$ cat src/rtl/ex_mem_stage_pkg.sv
// Shared pipeline types for the EX/MEM register:
// datapath widths and the mem/wb control bundle.
package ex_mem_stage_pkg;

  localparam int DATA_W = 32;
  localparam int REG_AW = 5;

  typedef struct packed {
    logic reg_write;
    logic mem_to_reg;
    logic mem_read;
    logic mem_write;
  } mem_wb_ctl_t;

  localparam mem_wb_ctl_t CTL_BUBBLE = '0;

endpackage

$ cat src/rtl/ex_mem_stage_if.sv
// EX-side inputs and MEM-side outputs of the EX/MEM register;
// master is the driver of EX values, slave is the stage itself.
interface ex_mem_stage_if #(
  parameter int DATA_W = ex_mem_stage_pkg::DATA_W,
  parameter int REG_AW = ex_mem_stage_pkg::REG_AW
);
  logic              in_valid;
  logic [DATA_W-1:0] alu_result;
  logic              alu_zero;
  logic [DATA_W-1:0] pc_plus4;
  logic [DATA_W-1:0] imm_sext;
  logic [DATA_W-1:0] store_data;
  logic [REG_AW-1:0] dest_reg;
  logic              ctl_reg_write;
  logic              ctl_mem_to_reg;
  logic              ctl_mem_read;
  logic              ctl_mem_write;
  logic              ctl_branch;
  logic              ctl_branch_ne;

  logic              out_valid;
  logic [DATA_W-1:0] out_alu_result;
  logic [DATA_W-1:0] out_store_data;
  logic [REG_AW-1:0] out_dest_reg;
  logic              out_reg_write;
  logic              out_mem_to_reg;
  logic              out_mem_read;
  logic              out_mem_write;
  logic [DATA_W-1:0] out_branch_target;
  logic              out_pc_src;
  logic              out_fwd_en;

  modport master (
    output in_valid, alu_result, alu_zero, pc_plus4,
    output imm_sext, store_data, dest_reg,
    output ctl_reg_write, ctl_mem_to_reg,
    output ctl_mem_read, ctl_mem_write,
    output ctl_branch, ctl_branch_ne,
    input  out_valid, out_alu_result, out_store_data,
    input  out_dest_reg, out_reg_write, out_mem_to_reg,
    input  out_mem_read, out_mem_write,
    input  out_branch_target, out_pc_src, out_fwd_en
  );

  modport slave (
    input  in_valid, alu_result, alu_zero, pc_plus4,
    input  imm_sext, store_data, dest_reg,
    input  ctl_reg_write, ctl_mem_to_reg,
    input  ctl_mem_read, ctl_mem_write,
    input  ctl_branch, ctl_branch_ne,
    output out_valid, out_alu_result, out_store_data,
    output out_dest_reg, out_reg_write, out_mem_to_reg,
    output out_mem_read, out_mem_write,
    output out_branch_target, out_pc_src, out_fwd_en
  );
endinterface

$ cat src/rtl/ex_mem_stage_branch_resolve.sv
// Branch target adder and BEQ/BNE taken decision,
// evaluated on EX-stage values ahead of the EX/MEM register.
module branch_resolve
  import ex_mem_stage_pkg::*;
#(
  parameter int DATA_W = ex_mem_stage_pkg::DATA_W
) (
  input  logic [DATA_W-1:0] pc_plus4,
  input  logic [DATA_W-1:0] imm_sext,
  input  logic              alu_zero,
  input  logic              ctl_branch,
  input  logic              ctl_branch_ne,
  input  logic              in_valid,
  output logic [DATA_W-1:0] target,
  output logic              taken
);

  // Word offset; carry-out is dropped so the PC wraps silently.
  assign target = pc_plus4 + {imm_sext[DATA_W-3:0], 2'b00};

  assign taken = in_valid & ctl_branch &
                 (alu_zero ^ ctl_branch_ne);

endmodule

$ cat src/rtl/ex_mem_stage.sv
// EX/MEM pipeline register: captures ALU results and mem/wb
// control, resolves branches, supports stall and flush.
module ex_mem_stage
  import ex_mem_stage_pkg::*;
#(
  parameter int DATA_W = ex_mem_stage_pkg::DATA_W,
  parameter int REG_AW = ex_mem_stage_pkg::REG_AW
) (
  input  logic                 clk,
  input  logic                 rst,
  input  logic                 stall,
  input  logic                 flush,
  ex_mem_stage_if.slave        bus
);

  logic [DATA_W-1:0] br_target;
  logic              br_taken;
  mem_wb_ctl_t       ctl_in;

  logic              valid_q;
  mem_wb_ctl_t       ctl_q;
  logic [DATA_W-1:0] alu_q;
  logic [DATA_W-1:0] store_q;
  logic [REG_AW-1:0] dest_q;
  logic [DATA_W-1:0] target_q;
  logic              taken_q;

  branch_resolve #(.DATA_W(DATA_W)) u_br (
    .pc_plus4      (bus.pc_plus4),
    .imm_sext      (bus.imm_sext),
    .alu_zero      (bus.alu_zero),
    .ctl_branch    (bus.ctl_branch),
    .ctl_branch_ne (bus.ctl_branch_ne),
    .in_valid      (bus.in_valid),
    .target        (br_target),
    .taken         (br_taken)
  );

  // Gate control at the input so a bubble can never store.
  always_comb begin
    ctl_in = CTL_BUBBLE;
    if (bus.in_valid) begin
      ctl_in.reg_write  = bus.ctl_reg_write;
      ctl_in.mem_to_reg = bus.ctl_mem_to_reg;
      ctl_in.mem_read   = bus.ctl_mem_read;
      ctl_in.mem_write  = bus.ctl_mem_write;
    end
  end

  always_ff @(posedge clk) begin
    if (rst || flush || (!stall && !bus.in_valid)) begin
      valid_q  <= 1'b0;
      ctl_q    <= CTL_BUBBLE;
      alu_q    <= '0;
      store_q  <= '0;
      dest_q   <= '0;
      target_q <= '0;
      taken_q  <= 1'b0;
    end else if (!stall) begin
      valid_q  <= 1'b1;
      ctl_q    <= ctl_in;
      alu_q    <= bus.alu_result;
      store_q  <= bus.store_data;
      dest_q   <= bus.dest_reg;
      target_q <= br_target;
      taken_q  <= br_taken;
    end
  end

  assign bus.out_valid         = valid_q;
  assign bus.out_alu_result    = alu_q;
  assign bus.out_store_data    = store_q;
  assign bus.out_dest_reg      = dest_q;
  assign bus.out_reg_write     = ctl_q.reg_write;
  assign bus.out_mem_to_reg    = ctl_q.mem_to_reg;
  assign bus.out_mem_read      = ctl_q.mem_read;
  assign bus.out_mem_write     = ctl_q.mem_write;
  assign bus.out_branch_target = target_q;
  assign bus.out_pc_src        = taken_q;
  assign bus.out_fwd_en        = valid_q & ctl_q.reg_write &
                                 (|dest_q);

endmodule

$ cat src/flat_wrapper.sv
// flat-port wrapper written by rule: the top's interface ports become plain ports
module ex_mem_stage_flat import ex_mem_stage_pkg::*;
#(
  parameter int DATA_W = ex_mem_stage_pkg::DATA_W,
  parameter int REG_AW = ex_mem_stage_pkg::REG_AW
)
  (clk, rst, stall, flush, bus_in_valid, bus_alu_result, bus_alu_zero, bus_pc_plus4, bus_imm_sext, bus_store_data, bus_dest_reg, bus_ctl_reg_write, bus_ctl_mem_to_reg, bus_ctl_mem_read, bus_ctl_mem_write, bus_ctl_branch, bus_ctl_branch_ne, bus_out_valid, bus_out_alu_result, bus_out_store_data, bus_out_dest_reg, bus_out_reg_write, bus_out_mem_to_reg, bus_out_mem_read, bus_out_mem_write, bus_out_branch_target, bus_out_pc_src, bus_out_fwd_en);
  ex_mem_stage_if #(.DATA_W(DATA_W), .REG_AW(REG_AW)) bus_i ();
  input  logic clk;
  input  logic rst;
  input  logic stall;
  input  logic flush;
  input wire logic [$bits(bus_i.in_valid)-1:0] bus_in_valid;
  input wire logic [$bits(bus_i.alu_result)-1:0] bus_alu_result;
  input wire logic [$bits(bus_i.alu_zero)-1:0] bus_alu_zero;
  input wire logic [$bits(bus_i.pc_plus4)-1:0] bus_pc_plus4;
  input wire logic [$bits(bus_i.imm_sext)-1:0] bus_imm_sext;
  input wire logic [$bits(bus_i.store_data)-1:0] bus_store_data;
  input wire logic [$bits(bus_i.dest_reg)-1:0] bus_dest_reg;
  input wire logic [$bits(bus_i.ctl_reg_write)-1:0] bus_ctl_reg_write;
  input wire logic [$bits(bus_i.ctl_mem_to_reg)-1:0] bus_ctl_mem_to_reg;
  input wire logic [$bits(bus_i.ctl_mem_read)-1:0] bus_ctl_mem_read;
  input wire logic [$bits(bus_i.ctl_mem_write)-1:0] bus_ctl_mem_write;
  input wire logic [$bits(bus_i.ctl_branch)-1:0] bus_ctl_branch;
  input wire logic [$bits(bus_i.ctl_branch_ne)-1:0] bus_ctl_branch_ne;
  output wire logic [$bits(bus_i.out_valid)-1:0] bus_out_valid;
  output wire logic [$bits(bus_i.out_alu_result)-1:0] bus_out_alu_result;
  output wire logic [$bits(bus_i.out_store_data)-1:0] bus_out_store_data;
  output wire logic [$bits(bus_i.out_dest_reg)-1:0] bus_out_dest_reg;
  output wire logic [$bits(bus_i.out_reg_write)-1:0] bus_out_reg_write;
  output wire logic [$bits(bus_i.out_mem_to_reg)-1:0] bus_out_mem_to_reg;
  output wire logic [$bits(bus_i.out_mem_read)-1:0] bus_out_mem_read;
  output wire logic [$bits(bus_i.out_mem_write)-1:0] bus_out_mem_write;
  output wire logic [$bits(bus_i.out_branch_target)-1:0] bus_out_branch_target;
  output wire logic [$bits(bus_i.out_pc_src)-1:0] bus_out_pc_src;
  output wire logic [$bits(bus_i.out_fwd_en)-1:0] bus_out_fwd_en;
  assign bus_i.in_valid = bus_in_valid;
  assign bus_i.alu_result = bus_alu_result;
  assign bus_i.alu_zero = bus_alu_zero;
  assign bus_i.pc_plus4 = bus_pc_plus4;
  assign bus_i.imm_sext = bus_imm_sext;
  assign bus_i.store_data = bus_store_data;
  assign bus_i.dest_reg = bus_dest_reg;
  assign bus_i.ctl_reg_write = bus_ctl_reg_write;
  assign bus_i.ctl_mem_to_reg = bus_ctl_mem_to_reg;
  assign bus_i.ctl_mem_read = bus_ctl_mem_read;
  assign bus_i.ctl_mem_write = bus_ctl_mem_write;
  assign bus_i.ctl_branch = bus_ctl_branch;
  assign bus_i.ctl_branch_ne = bus_ctl_branch_ne;
  assign bus_out_valid = bus_i.out_valid;
  assign bus_out_alu_result = bus_i.out_alu_result;
  assign bus_out_store_data = bus_i.out_store_data;
  assign bus_out_dest_reg = bus_i.out_dest_reg;
  assign bus_out_reg_write = bus_i.out_reg_write;
  assign bus_out_mem_to_reg = bus_i.out_mem_to_reg;
  assign bus_out_mem_read = bus_i.out_mem_read;
  assign bus_out_mem_write = bus_i.out_mem_write;
  assign bus_out_branch_target = bus_i.out_branch_target;
  assign bus_out_pc_src = bus_i.out_pc_src;
  assign bus_out_fwd_en = bus_i.out_fwd_en;
  ex_mem_stage #(.DATA_W(DATA_W), .REG_AW(REG_AW)) u_core (.clk(clk), .rst(rst), .stall(stall), .flush(flush), .bus(bus_i));
endmodule
$ cat config.mk
export PLATFORM = sky130hd
export DESIGN_NAME = ex_mem_stage_flat
export DESIGN_NICKNAME = d
export VERILOG_FILES = /design/src/rtl/ex_mem_stage_pkg.sv /design/src/rtl/ex_mem_stage_if.sv /design/src/rtl/ex_mem_stage_branch_resolve.sv /design/src/rtl/ex_mem_stage.sv /design/src/flat_wrapper.sv
export SDC_FILE = /design/constraint.sdc
export NUM_CORES = 1
export LEC_CHECK = 0
export CAP_MARGIN = 20
export CORE_ASPECT_RATIO = 1.1
export CORE_MARGIN = 8
export CORE_UTILIZATION = 55
export CTS_CLUSTER_SIZE = 12
export DETAILED_ROUTE_END_ITERATION = 8
export DONT_BUFFER_PORTS = 1
export PLACE_DENSITY = 0.7
export SLEW_MARGIN = 0
export SYNTH_ARGS = -nofsm -noshare
export SYNTH_HDL_FRONTEND = slang
export SYNTH_SLANG_ARGS = --single-unit
$ cat constraint.sdc
create_clock -name clk -period 3.9 [get_ports clk]
set_input_delay 0.78 -clock clk [delete_from_list [all_inputs] [get_ports clk]]
set_output_delay 0.78 -clock clk [all_outputs]
set_load 0.05 [all_outputs]
==> flow_metrics.py, run 1 <==
metrics = {
    "clocking": {
        "numCtsBuffers": 9,
        "cts_resized": 0,
        "clock_sinks": 107,
        "clock_latency_ns": 0.36,
        "cts-root-buf": "clkbuf_8",
        "cts_buffer_depth": 2,
        "htreeDepth": 3,
        "holdBufCountCts": 0,
        "path_clk_slew_ns": 0.11,
        "cts_setup_buffers": 0,
        "cts_tree": "yes",
    },
    "route": {
        "drt-initial-drc-count": 168,
        "firstDrtPassIters": 4,
        "viasPerCell": 5.89,
        "drtAntennaViolNets": 0,
        "num_vias": 4175,
        "drcViolationCount": 0,
        "wl_per_cell_um": 20.4,
        "drt-total-wl_um": 14500,
    },
    "status": {
        "status": "finished, final reports clean",
    },
    "finish": {
        "final_util_pct": 59.1,
        "area_growth_pct": 4.64,
        "mostFrequentLayoutCells": "nor2_1 (108), dfxtp_1 (107), mux2i_1 (82)",
        "stdcell_count": 709,
        "finalNetCount": 762,
        "drive_above_1_share_pct": 4.90,
        "n_antenna_cell": 0,
        "final_common_cell": "nor2_1",
        "final_area_mm2": 0.00556,
    },
    "job": {
        "cap_violations": 0,
    },
    "power": {
        "switching_share_pct": 32.9,
        "peakVddDrop_mv": 0.271,
        "p_comb_share_pct": 16.4,
        "power.clock.fraction_pct": 28.3,
        "finalPower_mw": 2.30,
        "p_leak_nw": 2.38,
        "p_int_mw": 1.54,
        "power_frac_seq_pct": 55.4,
        "power.density_mw_per_mm2": 414,
        "p_sw_mw": 0.757,
    },
    "setup_path": {
        "cp_cell_sequence": "ha_1 -> inv_1 -> fa_1 -> and2b_1 -> o2111ai_2 -> a2111o_1 -> a31oi_2 -> o21ai_2 -> o21ai_2 -> mux2i_1 -> o22ai_1",
        "required_ns": 4.14,
        "path_common_cell": "o21ai_2",
        "crit_family": "compound AO/OA/AOI/OAI gates",
        "crit_path_max_fanout": 3,
        "rr_startpoint": "u_core.bus.out_branch_target[31]",
        "arrival_ns": 3.17,
        "startpoint": "bus_imm_sext[0]",
        "max_stage_delay_ns": 0.48,
        "path_buf_inv": 1,
        "crit_type": "in -> reg",
        "start_kind": "input pin",
        "worstSetupEndpointType": "flop",
        "critPathSlowestCell": "a2111o_1",
    },
    "timing": {
        "slew_headroom_pct": 58.3,
        "fmax_mhz": 342,
        "rsz0062_at_grt": "no",
        "clock_skew_ns": 0,
        "fin_worst_hold_slack_ns": 0.548,
        "fin_tns_setup_ns": 0,
        "finalMaxSlewViolations": 0,
        "tightest_slew_ns": 0.624,
        "min_period_ns": 2.92,
        "hold_violations": 0,
        "setup_slack_ns": 0.977,
        "finalSetupViolCount": 0,
        "finalCritPeriodShare_pct": 75.0,
    },
    "synth": {
        "async_reset_ff_share_pct": 0,
        "synth_compound_area_share_pct": 14.3,
        "ys.flop_type": "dfxtp_1",
        "syn_inst": 604,
        "yosys.area_share.xor_xnor_pct": 3.30,
        "synthMuxAreaShare_pct": 15.5,
        "yosysUniqueCellTypes": 55,
        "synth_top_family_by_area": "simple AND/OR/NAND/NOR gates",
        "ys_seq_area_share_pct": 40.3,
        "synth-simple-area-share_pct": 16.3,
        "yosys.area_share.adder_pct": 7.21,
        "yosys_register_bits": 107,
        "yosysWarnings": 0,
        "synth_edf_count": 0,
        "syn_area_per_cell_um2": 8.79,
        "syn_area_mm2": 0.00531,
        "synthesis.nets": 779,
    },
    "placement": {
        "gp_congestion": 0.908,
        "dpl.cell_count": 693,
        "hpwl_um": 11300,
        "numPortBuffers": 0,
        "dpl-instance-area_mm2": 0.00537,
        "pre_cts_ws_ns": 0.611,
    },
    "die": {
        "io-pin-count": 253,
        "core-area_mm2": 0.00940,
        "die_w_um": 110,
        "die_h_um": 119,
        "rows": 37,
        "initial_core_util_pct": 56.5,
        "die-area_mm2": 0.0131,
    },
    "worst_hold_path": {
        "hold_path.class": "in -> reg",
        "hp-start": "stall",
    },
    "global_routing": {
        "grt_pass1_wl_um": 22200,
        "antenna_found_initial": 0,
        "grt_pass1_vias": 4320,
        "grt_max_degree": 116,
        "grt_overflow_total": 0,
        "grtUsageTotal_pct": 21.2,
    },
}
[Yosys cell counts, types with 3 or more instances]
library cell,number,area (um^2)
dfxtp_1,107,2140
or2_2,3,18.8
a21oi_1,46,230
xor2_1,5,43.8
nand2b_1,4,25.0
or3_1,3,18.8
nand4_1,3,18.8
nor3_1,8,40.0
buf_1,8,30.0
a22oi_1,5,37.5
a31oi_1,3,18.8
nand2_1,48,180
a21o_1,11,82.6
inv_1,14,52.6
nor2b_1,8,50.1
o21ai_2,3,26.3
o21ai_0,21,105
clkbuf_1,20,75.1
xnor2_1,15,131
mux2i_1,82,821
nand3_1,7,35.0
nor2_1,108,405
ha_1,29,363
[metal layers]
| metal | track usage, % | vias up | routed length [um] |
|---|---|---|---|
| met3 | 9.28 | 15 | 1700 |
| met2 | 37.7 | 174 | 7330 |
| met1 | 21.9 | 1929 | 5240 |
| met5 | 0 | - | 0 |
| li1 | - | 2057 | - |
| met4 | 5.92 | 0 | 201 |
[layout make-up]
type                       count  area, um^2
timing repair buffer           2        15.0
multi-input combinational    453        3010
sequential                   107        2140
clock buffer                  10         128
inverter                      14        52.6
clock inverter                 6        61.3
fill                         846        3840
tap                          117         146
[worst paths after layout]
path	endpoint	slack, ns	depth (start not counted)
max	u_core.bus.out_branch_target[30]	0.98	11
max reg2reg	u_core.bus.out_branch_target[31]	2.46	3
min reg2reg	u_core.bus.out_branch_target[28]	0.70	2
min	u_core.bus.out_branch_target[19]	0.55	2
[power by group through the flow]
stage | Clock [mW] | Combinational [mW] | Sequential [mW]
after CTS | 0.662 | 0.374 | 1.28
after global routing | 0.696 | 0.422 | 1.28
final | 0.650 | 0.377 | 1.27
after detailed placement | 0 | 0.371 | 1.30
after global placement | 0 | 0.362 | 1.30
after floorplan | 0 | 0.334 | 1.29
[cell families (layout without fill, tap and decap cells)]
| family | Yosys count | count (layout) |
|---|---|---|
| buffers and inverters | 44 | 32 |
| xor gates and xnor gates | 20 | 20 |
| and+or+nand+nor | 202 | 202 |
| AOI/OAI and AO/OA | 119 | 119 |
| adders and majority gates | 30 | 30 |
| muxes | 82 | 82 |
| DFF | 107 | 107 |
No activity file was read; power rests on OpenSTA's default activity.
==> run 2, diff against run 1 <==
--- a/config.mk
+++ b/config.mk
@@ -12,7 +12,7 @@
 export CTS_CLUSTER_SIZE = 12
 export DETAILED_ROUTE_END_ITERATION = 8
 export DONT_BUFFER_PORTS = 1
-export PLACE_DENSITY = 0.7
+export PLACE_DENSITY = 0.73
 export SLEW_MARGIN = 0
 export SYNTH_ARGS = -nofsm -noshare
 export SYNTH_HDL_FRONTEND = slang
==> constraint.sdc (replaced) <==
create_clock -name clk -period 2.65 [get_ports clk]
set_input_delay 0.53 -clock clk [delete_from_list [all_inputs] [get_ports clk]]
set_output_delay 0.53 -clock clk [all_outputs]
set_load 0.05 [all_outputs]
==> flow_metrics.py, run 2 (synthesis gave the netlist of run 1 again) <==
metrics = {
    "timing": {
        "rsz0062_at_grt": "no",
        "finalCritPeriodShare_pct": 93.6,
        "finalMaxSlewViolations": 0,
        "tightest_slew_ns": 0.585,
        "hold_violations": 0,
        "finalSetupViolCount": 0,
        "slew_headroom_pct": 61.0,
        "fmax_mhz": 403,
        "min_period_ns": 2.48,
        "fin_tns_setup_ns": 0,
        "clock_skew_ns": 0,
    },
    "power": {
        "power.density_mw_per_mm2": 595,
        "peakVddDrop_mv": 0.375,
        "p_leak_nw": 2.47,
    },
    "job": {
        "cap_violations": 0,
    },
    "global_routing": {
        "grt-busiest-layer": "met2",
        "grt_pass1_wl_um": 21800,
        "met1_usage_pct": 21.7,
        "use_met3_pct": 9.28,
        "grt.met2_usage_pct": 36.8,
        "grt_pass1_vias": 4320,
        "antenna_found_initial": 0,
        "grt_max_degree": 116,
        "grt_overflow_total": 0,
        "grtUsageTotal_pct": 20.8,
    },
    "setup_path": {
        "required_ns": 2.93,
        "start_kind": "input pin",
        "r2r_slack_ns": 1.32,
        "critPathSlowestCell": "a2111o_1",
        "rr_startpoint": "u_core.bus.out_branch_target[31]",
        "crit_path_max_fanout": 3,
        "max_stage_delay_ns": 0.43,
        "rr_worst_depth": 3,
        "rr_endpoint": "u_core.bus.out_branch_target[31]",
        "crit_type": "in -> reg",
        "endpoint": "u_core.bus.out_branch_target[22]",
        "worstSetupEndpointType": "flop",
        "cp_cell_sequence": "ha_1 -> inv_1 -> fa_2 -> and2b_1 -> o2111ai_2 -> a2111o_1 -> a31oi_2 -> o21ai_2 -> buf_4 -> xnor2_1 -> nand2_1 -> a21oi_1",
        "arrival_ns": 2.76,
        "startpoint": "bus_imm_sext[0]",
    },
    "clocking": {
        "cts-root-buf": "clkbuf_8",
        "clock_latency_ns": 0.34,
        "cts_buffer_depth": 2,
        "numCtsBuffers": 9,
        "cts_setup_buffers": 0,
        "cts_tree": "yes",
        "clock_sinks": 107,
        "holdBufCountCts": 0,
        "cts_resized": 0,
        "path_clk_slew_ns": 0.10,
        "htreeDepth": 3,
    },
    "route": {
        "wl_per_cell_um": 19.5,
        "drcViolationCount": 0,
        "drt-total-wl_um": 14200,
        "viasPerCell": 5.84,
        "num_vias": 4239,
        "drt-initial-drc-count": 233,
        "firstDrtPassIters": 4,
        "drtAntennaViolNets": 0,
    },
    "placement": {
        "dpl-instance-area_mm2": 0.00551,
        "hpwl_um": 11200,
        "gp_congestion": 0.908,
        "numPortBuffers": 0,
    },
    "die": {
        "initial_core_util_pct": 56.5,
        "rows": 37,
        "io-pin-count": 253,
        "die_w_um": 110,
        "die-area_mm2": 0.0131,
        "core-area_mm2": 0.00940,
        "die_h_um": 119,
    },
    "worst_hold_path": {
        "hold_path.class": "in -> reg",
    },
    "finish": {
        "mostFrequentLayoutCells": "nor2_1 (108), dfxtp_1 (107), mux2i_1 (82)",
        "finalNetCount": 779,
        "area_growth_pct": 7.28,
        "final_common_cell": "nor2_1",
        "n_antenna_cell": 0,
        "final_area_mm2": 0.00570,
        "drive_above_1_share_pct": 7.72,
    },
    "status": {
        "status": "finished, final reports clean",
    },
}
run 2: cell count changes in the layout (fill, tap and decap cells not counted), sizes merged:
| cell | delta |
|---|---|
| buf | +17 |
| clkinv | -1 |
| inv | +1 |
run 2: worst min-delay path by stage:
stage / to / depth (start not counted) / slack (ns) / start
after global routing: u_core.bus.out_valid / 1 / 0.26 / stall
after detailed placement: u_core.bus.out_valid / 1 / 0.66 / stall
final: u_core.bus.out_branch_target[19] / 2 / 0.31 / stall
after CTS: u_core.bus.out_valid / 1 / 0.27 / stall
after global placement: u_core.bus.out_valid / 1 / 0.66 / stall
after floorplan: u_core.bus.out_branch_target[28] / 2 / 0.66 / u_core.bus.out_branch_target[28]
run 2: critical path, delay by kind of cell:
kind | cells | cell delay, ns
AOI/OAI and AO/OA | 5 | 1.08
xor gates and xnor gates | 1 | 0.14
adders and majority gates | 2 | 0.49
buffers and inverters | 2 | 0.21
and+or+nand+nor | 2 | 0.31
run 2: layer usage:
layer | up-vias | routed length [um]
met1 | 1964 | 5120
li1 | 2100 | -
met3 | 8 | 1760
met5 | - | 0
met4 | 0 | 125
met2 | 167 | 7180
run 2: final cells by class:
class,instances,area (um^2)
fillers,819,3700
multi-input cells,453,3020
flip-flops and latches,107,2140
repair buffers,19,155
well taps,117,146
clock buffers,10,128
clock inverters,6,58.8
inverters,14,52.6
run 2: stage by stage:
stage | power, mW | std cells | setup WS [ns] | utilization (%) | hold WS (ns)
6_report | 3.39 | 726 | 0.170 | 60.6 | 0.315
5_1_grt | 3.56 | 726 | 0.0258 | 60.6 | 0.257
4_1_cts | 3.43 | 726 | 0.177 | 60.6 | 0.268
3_5_place_dp | 2.49 | 710 | -0.176 | 58.6 | 0.660
3_3_place_gp | 2.47 | 710 | -0.134 | 58.6 | 0.656
2_1_floorplan | 2.39 | 604 | 0.0395 | - | 0.659
run 2: power by group:
part	leakage, nW	total, mW	switching, mW	internal (mW)
combinational	1.51	0.590	0.317	0.273
sequential	0.869	1.86	0.207	1.66
clock	0.0924	0.934	0.568	0.366
==> run 3, diff against run 2 <==
--- a/config.mk
+++ b/config.mk
@@ -5,14 +5,15 @@
 export SDC_FILE = /design/constraint.sdc
 export NUM_CORES = 1
 export LEC_CHECK = 0
+export ABC_AREA = 1
 export CAP_MARGIN = 20
 export CORE_ASPECT_RATIO = 1.1
 export CORE_MARGIN = 8
-export CORE_UTILIZATION = 55
+export CORE_UTILIZATION = 35
 export CTS_CLUSTER_SIZE = 12
 export DETAILED_ROUTE_END_ITERATION = 8
 export DONT_BUFFER_PORTS = 1
-export PLACE_DENSITY = 0.73
+export HOLD_SLACK_MARGIN = 0.06
 export SLEW_MARGIN = 0
 export SYNTH_ARGS = -nofsm -noshare
 export SYNTH_HDL_FRONTEND = slang
==> flow_metrics.py, run 3 <==
metrics = {
    "status": {
        "status": "finished, final reports clean",
    },
    "global_routing": {
        "grt_pass1_vias": 5412,
        "antenna_found_initial": 0,
        "grtUsageTotal_pct": 16.9,
        "grt_overflow_total": 0,
        "grt_pass1_wl_um": 29200,
        "grt_max_degree": 96,
    },
    "route": {
        "viasPerCell": 4.68,
        "firstDrtPassIters": 5,
        "wl_per_cell_um": 15.7,
        "drt-total-wl_um": 18700,
        "drt-initial-drc-count": 280,
        "drtAntennaViolNets": 0,
        "num_vias": 5550,
        "drcViolationCount": 0,
    },
    "finish": {
        "drive_above_1_share_pct": 5.88,
        "mostFrequentLayoutCells": "nand2_1 (357), inv_1 (127), dfxtp_1 (107)",
        "final_common_cell": "nand2_1",
        "finalNetCount": 1123,
        "n_antenna_cell": 0,
        "area_growth_pct": 9.54,
        "stdcell_count": 1187,
    },
    "synth": {
        "synth_edf_count": 0,
        "synth_largest_area_cell": "dfxtp_1",
        "synth_top_cell_area_share_pct": 35.5,
        "syn_area_mm2": 0.00603,
        "ys.flop_type": "dfxtp_1",
        "syn_inst": 956,
        "yosys_register_bits": 107,
        "ys_seq_area_share_pct": 35.5,
        "syn_area_per_cell_um2": 6.31,
        "synthesis.nets": 1131,
        "async_reset_ff_share_pct": 0,
        "yosysWarnings": 0,
        "synth_common_cells": "nand2_1 (357), inv_1 (127), dfxtp_1 (107)",
        "yosysUniqueCellTypes": 30,
        "yosysMostFrequentCell": "nand2_1",
        "synthTopCellsByArea": "dfxtp_1 (35%), nand2_1 (22%), a21oi_1 (8.1%)",
    },
    "worst_hold_path": {
        "hold_path.class": "in -> reg",
        "hold_depth": 2,
    },
    "placement": {
        "gp_congestion": 0.860,
        "numPortBuffers": 0,
        "hpwl_um": 15000,
        "dpl.cell_count": 1171,
    },
    "clocking": {
        "clock_latency_ns": 0.34,
        "holdBufCountCts": 0,
        "cts_setup_buffers": 0,
        "cts_buffer_depth": 2,
        "clock_sinks": 107,
        "htreeDepth": 3,
        "numCtsBuffers": 9,
        "cts_resized": 0,
        "path_clk_slew_ns": 0.08,
        "cts_tree": "yes",
        "cts-root-buf": "clkbuf_16",
    },
    "timing": {
        "clock_skew_ns": 0,
        "fin_tns_setup_ns": 0,
        "finalCritPeriodShare_pct": 91.0,
        "tightest_slew_ns": 0.682,
        "hold_violations": 0,
        "slew_headroom_pct": 54.3,
        "finalMaxSlewViolations": 0,
        "rsz0062_at_grt": "no",
        "finalSetupViolCount": 0,
        "min_period_ns": 2.41,
        "fmax_mhz": 415,
    },
    "setup_path": {
        "arrival_ns": 1.88,
        "crit_type": "reg -> out",
        "start_kind": "flop",
        "crit_path_max_fanout": 3,
        "worstSetupEndpointType": "primary output",
        "r2r_slack_ns": 1.52,
        "rr_worst_depth": 4,
        "required_ns": 2.12,
    },
    "die": {
        "initial_core_util_pct": 35.6,
        "rows": 50,
        "die-area_mm2": 0.0217,
        "die_h_um": 154,
        "die_w_um": 141,
        "io-pin-count": 253,
        "core-area_mm2": 0.0170,
    },
    "power": {
        "power.density_mw_per_mm2": 582,
        "p_leak_nw": 3.35,
        "peakVddDrop_mv": 0.290,
    },
    "job": {
        "cap_violations": 0,
    },
}
==> run 3: logic make-up (layout without fill, tap and decap cells) <==
kind of cell,count (synthesis),after routing,synth area share [%]
AO/OA/AOI/OAI,122,122,10.7
XOR/XNOR,14,14,2.03
adder cells (fa/ha/maj),30,30,6.34
buffers and inverters,162,159,10.5
flip-flops,107,107,35.5
AND/OR/NAND/NOR,521,521,34.9
==> run 3: power breakdown <==
group          leakage (nW)  internal (mW)  switching, mW
registers             0.870           1.66          0.206
logic                  2.34          0.233          0.443
clock network         0.138          0.660          0.650
total                  3.35           2.55           1.30
==> run 3: worst paths after layout <==
kind / endpoint / from
max: bus_out_fwd_en / u_core.bus.out_dest_reg[2]
min: u_core.bus.out_store_data[20] / bus_store_data[20]
max reg2reg: u_core.bus.out_branch_target[17] / u_core.bus.out_branch_target[17]
min reg2reg: u_core.bus.out_dest_reg[0] / u_core.bus.out_dest_reg[0]
==> run 3: metrics by stage <==
stage	hold WS (ns)	worst slack [ns]	utilization (%)	total power [mW]	area (um^2)
detailed placement	0.651	0.286	37.3	2.58	6320
global placement	0.651	0.309	37.3	2.58	6320
global route	0.299	0.113	39.0	4.06	6610
CTS	0.297	0.191	39.0	3.91	6610
floorplan	0.673	0.659	-	2.42	6030
finish	0.316	0.239	39.0	3.85	6610
==> run 3: final cells by class <==
cell class / instances / area, um^2
Tap cell: 234 / 293
Clock inverter: 6 / 61.3
Clock buffer: 10 / 229
Multi-Input combinational cell: 687 / 3270
Sequential cell: 107 / 2140
Timing Repair Buffer: 15 / 138
Inverter: 128 / 482
Fill cell: 1894 / 10300
==> run 3: routing by layer <==
layer | track usage (%) | vias to the layer above | share of wire (%)
li1 | - | 2926 | -
met3 | 4.92 | 21 | 9.1
met5 | 0 | - | 0
met1 | 18.5 | 2418 | 40
met2 | 30.2 | 185 | 49
met4 | 6.25 | 0 | 1.8
==> run 3: critical path, cell delays in order (launching register included) <==
cell      delay (ns)
dfxtp_1         0.50
or3_1           0.45
o311ai_0        0.28
inv_1           0.30
